### src/rtl/prog_sequencer_pkg.sv
// Shared types and default sizing for the program sequencer.
package seq_pkg;

  localparam int unsigned NUM_PROG = 3;
  localparam int unsigned PC_W     = 10;
  localparam int unsigned CYC_W    = 16;

  localparam logic [CYC_W-1:0] CYC_MAX = '1;

  typedef enum logic [2:0] {
    IDLE,
    SELECT,
    LAUNCH,
    ARM,
    RUN,
    FINISH
  } seq_state_t;

endpackage

### src/rtl/prog_sequencer_sat_counter.sv
// Saturating up-counter with synchronous clear; reports the value the next
// increment produces and whether that value is the terminal (all-ones) count.
module sat_counter #(
  parameter int unsigned WIDTH = seq_pkg::CYC_W
) (
  input  logic             clk,
  input  logic             reset,
  input  logic             clear,
  input  logic             enable,
  output logic [WIDTH-1:0] next_count_c,
  output logic             tc_c
);

  logic [WIDTH-1:0] count;

  assign next_count_c = (count == '1) ? count : count + WIDTH'(1);
  assign tc_c         = (next_count_c == '1);

  always_ff @(posedge clk) begin
    if (!reset) begin
      count <= '0;
    end else if (clear) begin
      count <= '0;
    end else if (enable) begin
      count <= next_count_c;
    end
  end

endmodule

### src/rtl/prog_sequencer.sv
// Runs each enabled program slot on the core in turn, records per-slot cycle
// counts and aborts a slot whose run reaches the all-ones cycle count.
module prog_sequencer #(
  parameter int unsigned NUM_PROG = seq_pkg::NUM_PROG,
  parameter int unsigned PC_W     = seq_pkg::PC_W,
  parameter int unsigned CYC_W    = seq_pkg::CYC_W
) (
  input  logic                     clk,
  input  logic                     reset,
  input  logic                     go,
  input  logic [NUM_PROG-1:0]      prog_en,
  input  logic [NUM_PROG*PC_W-1:0] start_pc_flat,
  output logic                     core_req,
  output logic [PC_W-1:0]          core_pc,
  input  logic                     core_done,
  output logic                     busy,
  output logic                     seq_done,
  output logic [1:0]               cur_prog,
  input  logic [1:0]               cnt_sel,
  output logic [CYC_W-1:0]         cyc_cnt,
  output logic [NUM_PROG-1:0]      timeout_flag
);

  import seq_pkg::seq_state_t, seq_pkg::IDLE, seq_pkg::SELECT, seq_pkg::LAUNCH,
         seq_pkg::ARM, seq_pkg::RUN, seq_pkg::FINISH;

  seq_state_t                     state_q, state_n;
  logic [NUM_PROG-1:0]            en_q, en_n;
  logic [NUM_PROG*PC_W-1:0]       pc_q, pc_n;
  logic [1:0]                     cur_q, cur_n;
  logic [NUM_PROG-1:0][CYC_W-1:0] cnt_q, cnt_n;
  logic [NUM_PROG-1:0]            flag_q, flag_n;
  logic                           req_n, busy_n, done_n;
  logic [PC_W-1:0]                core_pc_n;

  logic                           run_clr, run_en, run_tc;
  logic [CYC_W-1:0]               run_inc;
  logic                           found;
  logic [1:0]                     sel;

  sat_counter #(.WIDTH(CYC_W)) u_run_cnt (
    .clk          (clk),
    .reset        (reset),
    .clear        (run_clr),
    .enable       (run_en),
    .next_count_c (run_inc),
    .tc_c         (run_tc)
  );

  // Lowest enabled slot at or above the current slot index.
  always_comb begin
    found = 1'b0;
    sel   = '0;
    for (int i = int'(NUM_PROG) - 1; i >= 0; i--) begin
      if (en_q[i] && (2'(i) >= cur_q)) begin
        found = 1'b1;
        sel   = 2'(i);
      end
    end
  end

  always_comb begin
    state_n   = state_q;
    en_n      = en_q;
    pc_n      = pc_q;
    cur_n     = cur_q;
    cnt_n     = cnt_q;
    flag_n    = flag_q;
    req_n     = 1'b0;
    done_n    = 1'b0;
    core_pc_n = core_pc;
    run_clr   = 1'b0;
    run_en    = 1'b0;

    case (state_q)
      IDLE: begin
        if (go) begin
          en_n    = prog_en;
          pc_n    = start_pc_flat;
          cnt_n   = '0;
          flag_n  = '0;
          cur_n   = '0;
          state_n = SELECT;
        end
      end
      SELECT: begin
        if (found) begin
          cur_n   = sel;
          req_n   = 1'b1;
          state_n = LAUNCH;
          for (int i = 0; i < int'(NUM_PROG); i++) begin
            if (sel == 2'(i)) core_pc_n = pc_q[i*PC_W +: PC_W];
          end
        end else begin
          done_n  = 1'b1;
          state_n = FINISH;
        end
      end
      LAUNCH: state_n = ARM;
      // Holding the counter clear here also masks a done left over from the
      // previous program.
      ARM: begin
        run_clr = 1'b1;
        state_n = RUN;
      end
      RUN: begin
        run_en = 1'b1;
        if (core_done || run_tc) begin
          for (int i = 0; i < int'(NUM_PROG); i++) begin
            if (cur_q == 2'(i)) begin
              cnt_n[i] = run_inc;
              if (!core_done) flag_n[i] = 1'b1;
            end
          end
          cur_n   = cur_q + 2'd1;
          state_n = SELECT;
        end
      end
      FINISH:  state_n = IDLE;
      default: state_n = IDLE;
    endcase

    busy_n = (state_n != IDLE);
  end

  always_ff @(posedge clk) begin
    if (!reset) begin
      state_q  <= IDLE;
      en_q     <= '0;
      pc_q     <= '0;
      cur_q    <= '0;
      cnt_q    <= '0;
      flag_q   <= '0;
      core_req <= 1'b0;
      core_pc  <= '0;
      busy     <= 1'b0;
      seq_done <= 1'b0;
    end else begin
      state_q  <= state_n;
      en_q     <= en_n;
      pc_q     <= pc_n;
      cur_q    <= cur_n;
      cnt_q    <= cnt_n;
      flag_q   <= flag_n;
      core_req <= req_n;
      core_pc  <= core_pc_n;
      busy     <= busy_n;
      seq_done <= done_n;
    end
  end

  // Count read port; unpopulated selects read as zero.
  always_comb begin
    cyc_cnt = '0;
    for (int i = 0; i < int'(NUM_PROG); i++) begin
      if (cnt_sel == 2'(i)) cyc_cnt = cnt_q[i];
    end
  end

  assign cur_prog     = cur_q;
  assign timeout_flag = flag_q;

endmodule

### config.mk
export PLATFORM = sky130hd
export DESIGN_NAME = prog_sequencer
export DESIGN_NICKNAME = d
export VERILOG_FILES = /design/src/rtl/prog_sequencer_pkg.sv /design/src/rtl/prog_sequencer_sat_counter.sv /design/src/rtl/prog_sequencer.sv
export SDC_FILE = /design/constraint.sdc
export NUM_CORES = 1
export LEC_CHECK = 0
export CORE_UTILIZATION = 30
export DETAILED_ROUTE_END_ITERATION = 7
export GPL_ROUTABILITY_DRIVEN = 1
export PLACE_DENSITY_LB_ADDON = 0.12
export REMOVE_ABC_BUFFERS = 1
export SYNTH_ARGS = -nofsm -noshare
export SYNTH_HDL_FRONTEND = slang
export SYNTH_SLANG_ARGS = --single-unit
### constraint.sdc
create_clock -name clk -period 2.5 [get_ports clk]
set_input_delay 0.375 -clock clk [delete_from_list [all_inputs] [get_ports clk]]
set_output_delay 0.375 -clock clk [all_outputs]
set_load 0.005 [all_outputs]
# == Word level (Yosys, flattened, before mapping) ==
# Index checks and enable logic that the tools add are counted.
# totals
out_inout_bits,34
wordCells,101
input_bits,39
regBits,118
# op_classes
n_eq_ne,19
n_addsub,2
n_mux,38
order_cmp,3
n_bitwise,1
reduce_logical,23
# op_table
cell,n
16-bit 2-to-1 mux,7
48-bit 2-to-1 mux,2
48-bit one-hot mux with 2 select lines,1
"16-bit equality test, second input constant",2
10-bit 2-to-1 mux,3
"16-bit by 1-bit adder with 16-bit output, second input constant",1
4-bit AND reduction,4
3-bit 2-to-1 mux,5
3-bit one-hot mux with 5 select lines,1
5-bit AND reduction,3
"2-bit != test, second input constant",7
2-bit 2-to-1 mux,6
1-bit 2-to-1 mux,11
3-bit nonzero test,3
"2-bit by 1-bit equality test with 1-bit output, second input constant",3
"2-bit equality test, second input constant",3
"3-bit by 2-bit equality test with 1-bit output, second input constant",2
2-bit zero test,3
2-bit one-hot mux with 3 select lines,1
3-bit one-hot mux with 2 select lines,1
"1-bit by 2-bit >= comparator with 1-bit output, first input constant",2
2-bit AND reduction,2
"3-bit by 1-bit equality test with 1-bit output, second input constant",1
"3-bit equality test, second input constant",1
other kinds (9),11

# == Longest topological paths before layout ==
# depth
word_depth,9
ltp_mapped,12
depth_no_buf,10

# == Cells and area by module ==
# From an unflattened synthesis, not the netlist that was laid out.
# unflattened
cells_unflattened,620
hier_area_um2,5507.8
# modules_own_cells
module,area_each_um2,seq_area_each_um2,instances,cells_each
prog_sequencer,4380.5,2042.0,1,481
sat_counter,1127.3,320.3,1,139

# == Worst setup path after synthesis ==
# No wires, ideal clock.
# synth_timing
kind,register to register
startpoint,reg u_run_cnt.count[9]
endpoint,reg cnt_q[18] in the netlist's numbering
path_slack_ps,48
arrival_time_ps,2336
path_stages_with_launch,12
synth_period_minus_slack_ps,2452
setup_time_ps,116
path_buffers,3
cell_sequence,dfxtp_1 buf_2 nand3_1 or3_1 or3_1 buf_6 mux2i_1 and3_1 buf_6 a31oi_4 a21oi_1 a41o_1
# synth_between
elab_chain_len,6
word_cells_on_any_way,10
# synth_lines
item,line_no,rtl
"start, declared",prog_sequencer_sat_counter.sv:14,logic [WIDTH-1:0] count;
"start signal, assigned",prog_sequencer_sat_counter.sv:25,count <= next_count_c;
16-bit by 1-bit adder with 16-bit output or 16-bit equality test (tied branches),prog_sequencer_sat_counter.sv:16,assign next_count_c = (count == '1) ? count : count + WIDTH'(1);
16-bit 2-to-1 mux *,prog_sequencer_sat_counter.sv:16,
16-bit equality test,prog_sequencer_sat_counter.sv:17,assign tc_c = (next_count_c == '1);
1-bit logical OR,prog_sequencer.sv:108,if (core_done || run_tc) begin
2-bit != test (no line),--,
4-bit AND reduction (no line),--,
"end signal, assigned",prog_sequencer.sv:143,cnt_q <= cnt_n;
"end, declared",prog_sequencer.sv:31,"logic [NUM_PROG-1:0][CYC_W-1:0] cnt_q, cnt_n;"
# Mark *: on every way between the ends. The rest lies on a longest branch, timed or not. The select of a mux whose other input is x is not followed.
# A chain may end at the register's enable or synchronous reset.

# == Final worst setup path ==
# layout_timing
startpoint,reg u_run_cnt.count[15]
endpoint,reg cnt_q[7] in the netlist's numbering
# The elaborated chain is that of the path after synthesis.

==> results by stage <==
Outcome:
- The run finished, with violations left.
- The final reports fail on negative setup slack.

Routing:
- The total number of vias is 5078.
- For this block, the routed nets add up to 15.46 mm of wire.
- The average wire per cell in the routed design is 15.04 um.
- The count of antenna-violating nets left after detailed routing is 0.
- The detailed router's first-iteration violation count is 318.
- Before antenna repair, the detailed router went through 5 iterations.
- After detailed routing, the number of remaining DRC violations is 0.
- The number of vias per cell is 4.940.

Worst setup path:
- The cell type of the slowest stage on the worst timing path is sky130_fd_sc_hd__or3_4.
- Counting stages on the worst path, the most repeated cell is sky130_fd_sc_hd__or3_4.
- The required arrival time at the worst endpoint is approximately 2.8 ns.
- By startpoint and endpoint, the worst setup path is classified as register to register.
- The signal arrival time at the worst endpoint is 2.85 ns.
- The worst setup path is captured at a register.
- The highest cell delay on the worst timing path is 0.40 ns.
- Traced cell by cell, the critical path runs through nand4_4, or3_4, or3_4, mux2i_1, and3_1, buf_12, a31oi_4, clkbuf_16, nand3_1, o21ai_2.
- In this run the worst path has a maximum fanout of 7.
- The combined buffer and inverter count along the critical path is 2.
- Broken down by cell family, the worst path's largest delay share belongs to simple AND/OR/NAND/NOR gates.
- The critical path launch point type is a register.

Timing:
- Dividing the final minimum period by the clock period gives 1.002.
- Setup repair after global routing could not meet its margin everywhere.
- The final count of pins violating max slew is 0.
- Clock skew on the completed layout was measured at 0.006857 ns.
- The worst path in the final design needs a cycle of 2.505 ns, including I/O delays and setup.
- Across all setup checks in the final design, the least slack found is -0.004690 ns.
- Setup total negative slack on the finished layout was measured at -0.008810 ns.
- The count of final hold-check violations was 0.
- Setup violations remaining at the end of the flow were counted as 2.
- The transition time at the pin with the least slew margin is 0.5610 ns.
- The worst pin sits at a relative slew slack of 0.6246.
- Based on the critical path, the design can be clocked at up to between 300 and 400 MHz.

Die:
- For this configuration, the core starts out at a cell density of 0.3070.
- The die covers 18990 sq um.
- The number of ports placed on the die boundary is 73.
- The area of the core region is 18020 sq um.
- Measured along the x axis, the die boundary spans between 100 and 150 um.
- The floorplan step set the die height to 137.8 um.
- The number of core rows is 49.

Synthesis:
- For this run, the register share of the synthesized area comes to 0.4270.
- The number of cells produced by synthesis is between 600 and 700.
- The share of flip-flops with an asynchronous set or reset after synthesis is 0.
- In this run the cell area of the synthesized design comes to 5533 sq um.
- The count of different cell masters after synthesis is 51.
- The number of synthesized flops with an enable pin is 0.
- The number of register bits inferred by synthesis is 118.
- The Yosys step of the flow raised 0 warnings.
- The post-synthesis average cell area is 8.089 sq um.
- For this run, the leading register cell type out of synthesis is sky130_fd_sc_hd__dfxtp_1.

Placement:
- After detailed placement, the total cell area comes to 6755 sq um.
- The half-perimeter wire length of the detailed placement result is 10.16 mm.
- The congestion estimate from routability-driven global placement came to approximately 0.84.
- The count of buffers from port buffering is 72.
- The number of cells after detailed placement is between 900 and 1000.

Global routing:
- The leftover overflow at the end of global routing is 0.
- The via count of the first global-routing pass is 4727.
- The largest net degree at the start of global routing is a little over 50.
- The total global routing track utilization is 0.1611.
- The global-route wire length before repair is 23.45 mm.
- The initial antenna violation count is 0.

Power and ir drop:
- The worst-case IR drop observed on VDD is 0.0004816 V.
- The share of total power dissipated in the clock network is 0.478.
- Power spread over the standard cell area amounts to a little over 700 nW/um^2.
- The sequential fraction of design power is 0.380.
- The proportion of total power due to net switching is 0.2589.
- The internal portion of the total power is 3983 uW.
- The total leakage power is ~0.0029 uW.
- The net switching power of the design is 1392 uW.
- The combinational fraction of design power is 0.142.

Worst hold path:
- The min-delay analysis places its worst path in the category register to register.

Final layout:
- The non-filler instance count after layout is 1028.
- The finished cells cover 7621 sq um.
- In the final layout, the share of cells above drive strength 1 is 0.1740.
- The most common cell after layout, fill and taps aside is sky130_fd_sc_hd__nand2_1.
- The number of diodes is 0.
- The top cell types in the final layout, fill and taps aside, are sky130_fd_sc_hd__nand2_1 (123), sky130_fd_sc_hd__dfxtp_1 (112), sky130_fd_sc_hd__clkdlybuf4s50_1 (72).
- For this run, the share of the core covered by cells in the final layout is 0.4228.
- Relative to the synthesized area, the layout overhead comes to 37.74%.
- The layout filler cell count is around 1800.
- The final net count is 830.

Job:
- The reported max-cap violation count is 0.

Clocking:
- In this run, CTS created clock tree buffers numbering 17.
- After clock tree synthesis, the clock-pin slew on the worst setup and hold paths is 0.05 ns.
- The clock latency reported for the late side of the worst-skew pair is 0.41 ns.
- The number of levels in the clock H-tree is 4.
- The tree is rooted in a sky130_fd_sc_hd__clkbuf_16.
- The CTS tree is yes.
- The number of buffers between clock root and the deepest sink is 2.
- The number of sinks driven by the clock tree is 118.
- After clock tree synthesis, the flow added hold-fix buffers numbering 0.
[power by group through the flow]
stage                     clock (uW)  combinational (uW)  sequential, uW
after floorplan                    0                 408            2070
after global placement             0                 732            2080
after detailed placement           0                 740            2080
after CTS                       2630                 744            2040
after global routing            2720                 849            2060
final                           2570                 761            2040
[metal layers]
layer / track usage / wire, um
met1: 0.2161 / 7560
met2: 0.2493 / 7220
met3: 0.03790 / 514
met4: 0.05978 / 165
met5: 0 / 0
[through the flow]
step | hold slack [ns] | power (uW) | setup WS [ns]
floorplan | 0.4325 | 2481 | -2.744
global placement | 0.4417 | 2812 | -0.06373
detailed placement | 0.4461 | 2824 | -0.1303
CTS | 0.4542 | 5415 | 0.01326
global route | 0.4734 | 5624 | -0.1458
finish | 0.4514 | 5375 | -0.004690
[area by class of cell]
cell class                 instances  area, sq um  area share
sequential                       118         2370      0.3110
timing repair buffer             139         1373      0.1801
multi-input combinational        502         2940      0.3858
inverter                           8        30.03    0.003940
clock buffer                      19        442.9     0.05812
tap                              229        286.5     0.03760
clock inverter                    13        178.9     0.02348
[worst paths after layout]
path / from / to / slack, ns / depth (start not counted)
setup / recovery: u_run_cnt.count[15]$_SDFFE_PP0P_ / cnt_q[7]$_SDFFE_PN0P_ / -0.005 / 10
hold / removal: en_q[1]$_SDFFE_PN0P_ / en_q[1]$_SDFFE_PN0P_ / 0.45 / 2
setup reg to reg: u_run_cnt.count[15]$_SDFFE_PP0P_ / cnt_q[7]$_SDFFE_PN0P_ / -0.005 / 10
hold reg to reg: en_q[1]$_SDFFE_PN0P_ / en_q[1]$_SDFFE_PN0P_ / 0.45 / 2
[Yosys cell counts, types with 2 or more instances]
master	n	area (sq um)
sky130_fd_sc_hd__a211oi_1	10	75.07
sky130_fd_sc_hd__a21oi_1	65	325.3
sky130_fd_sc_hd__a311oi_1	2	17.52
sky130_fd_sc_hd__a31oi_1	3	18.77
sky130_fd_sc_hd__a31oi_4	3	63.81
sky130_fd_sc_hd__a41o_1	3	30.03
sky130_fd_sc_hd__and3_1	7	43.79
sky130_fd_sc_hd__and4_1	2	17.52
sky130_fd_sc_hd__and4_2	2	20.02
sky130_fd_sc_hd__buf_2	9	45.04
sky130_fd_sc_hd__buf_6	12	135.1
sky130_fd_sc_hd__clkbuf_1	35	131.4
sky130_fd_sc_hd__dfxtp_1	118	2362
sky130_fd_sc_hd__ha_1	5	62.56
sky130_fd_sc_hd__inv_1	7	26.28
sky130_fd_sc_hd__mux2i_1	31	310.3
sky130_fd_sc_hd__nand2_1	123	461.7
sky130_fd_sc_hd__nand2b_1	4	25.02
sky130_fd_sc_hd__nand3_1	58	290.3
sky130_fd_sc_hd__nand3b_1	4	30.03
sky130_fd_sc_hd__nand4_1	5	31.28
sky130_fd_sc_hd__nand4b_1	2	17.52
sky130_fd_sc_hd__nor2_1	47	176.4
sky130_fd_sc_hd__nor2b_1	5	31.28
sky130_fd_sc_hd__nor3_1	6	30.03
sky130_fd_sc_hd__nor4_1	2	12.51
sky130_fd_sc_hd__o211ai_1	6	45.04
sky130_fd_sc_hd__o21ai_0	23	115.1
sky130_fd_sc_hd__o21ai_1	39	195.2
sky130_fd_sc_hd__o21ai_2	6	52.55
sky130_fd_sc_hd__o22ai_1	3	18.77
sky130_fd_sc_hd__or3_1	5	31.28
sky130_fd_sc_hd__xnor2_1	5	43.79
sky130_fd_sc_hd__xor2_1	10	87.58
[flip-flops by register name (all words and copies together) (netlist names)]
| register | flops |
|---|---|
| timeout_flag | 3 |
| u_run_cnt.count | 16 |
| cnt_q | 48 |
| state_q | 3 |
| busy | 1 |
| pc_q | 30 |
| en_q | 3 |
| seq_done | 1 |
| cur_prog | 2 |
| core_pc | 10 |
| core_req | 1 |
[cell families after synthesis]
family,after synthesis,share of synthesized area
DFF,118,0.4270
AOI/OAI and AO/OA,171,0.1857
buffers and inverters,64,0.06174
adders and majority gates,5,0.01131
xor gates and xnor gates,15,0.02374
muxes,32,0.05812
and+or+nand+nor,279,0.2325
[what timing repair did]
item                                    4_1_cts  5_1_grt
gates resized for setup                       3       24
buffers inserted                              0        3
endpoints found under the setup margin       49       54
pin swaps                                     0        4
gates cloned                                  0        5
[tightest hold or removal path: cells and delay by family (launching register included)]
kind	cells	cell delay, ns
simple gates	1	0.05
flops	1	0.30
compound gates	1	0.05
(Power assumes the default switching activity.)
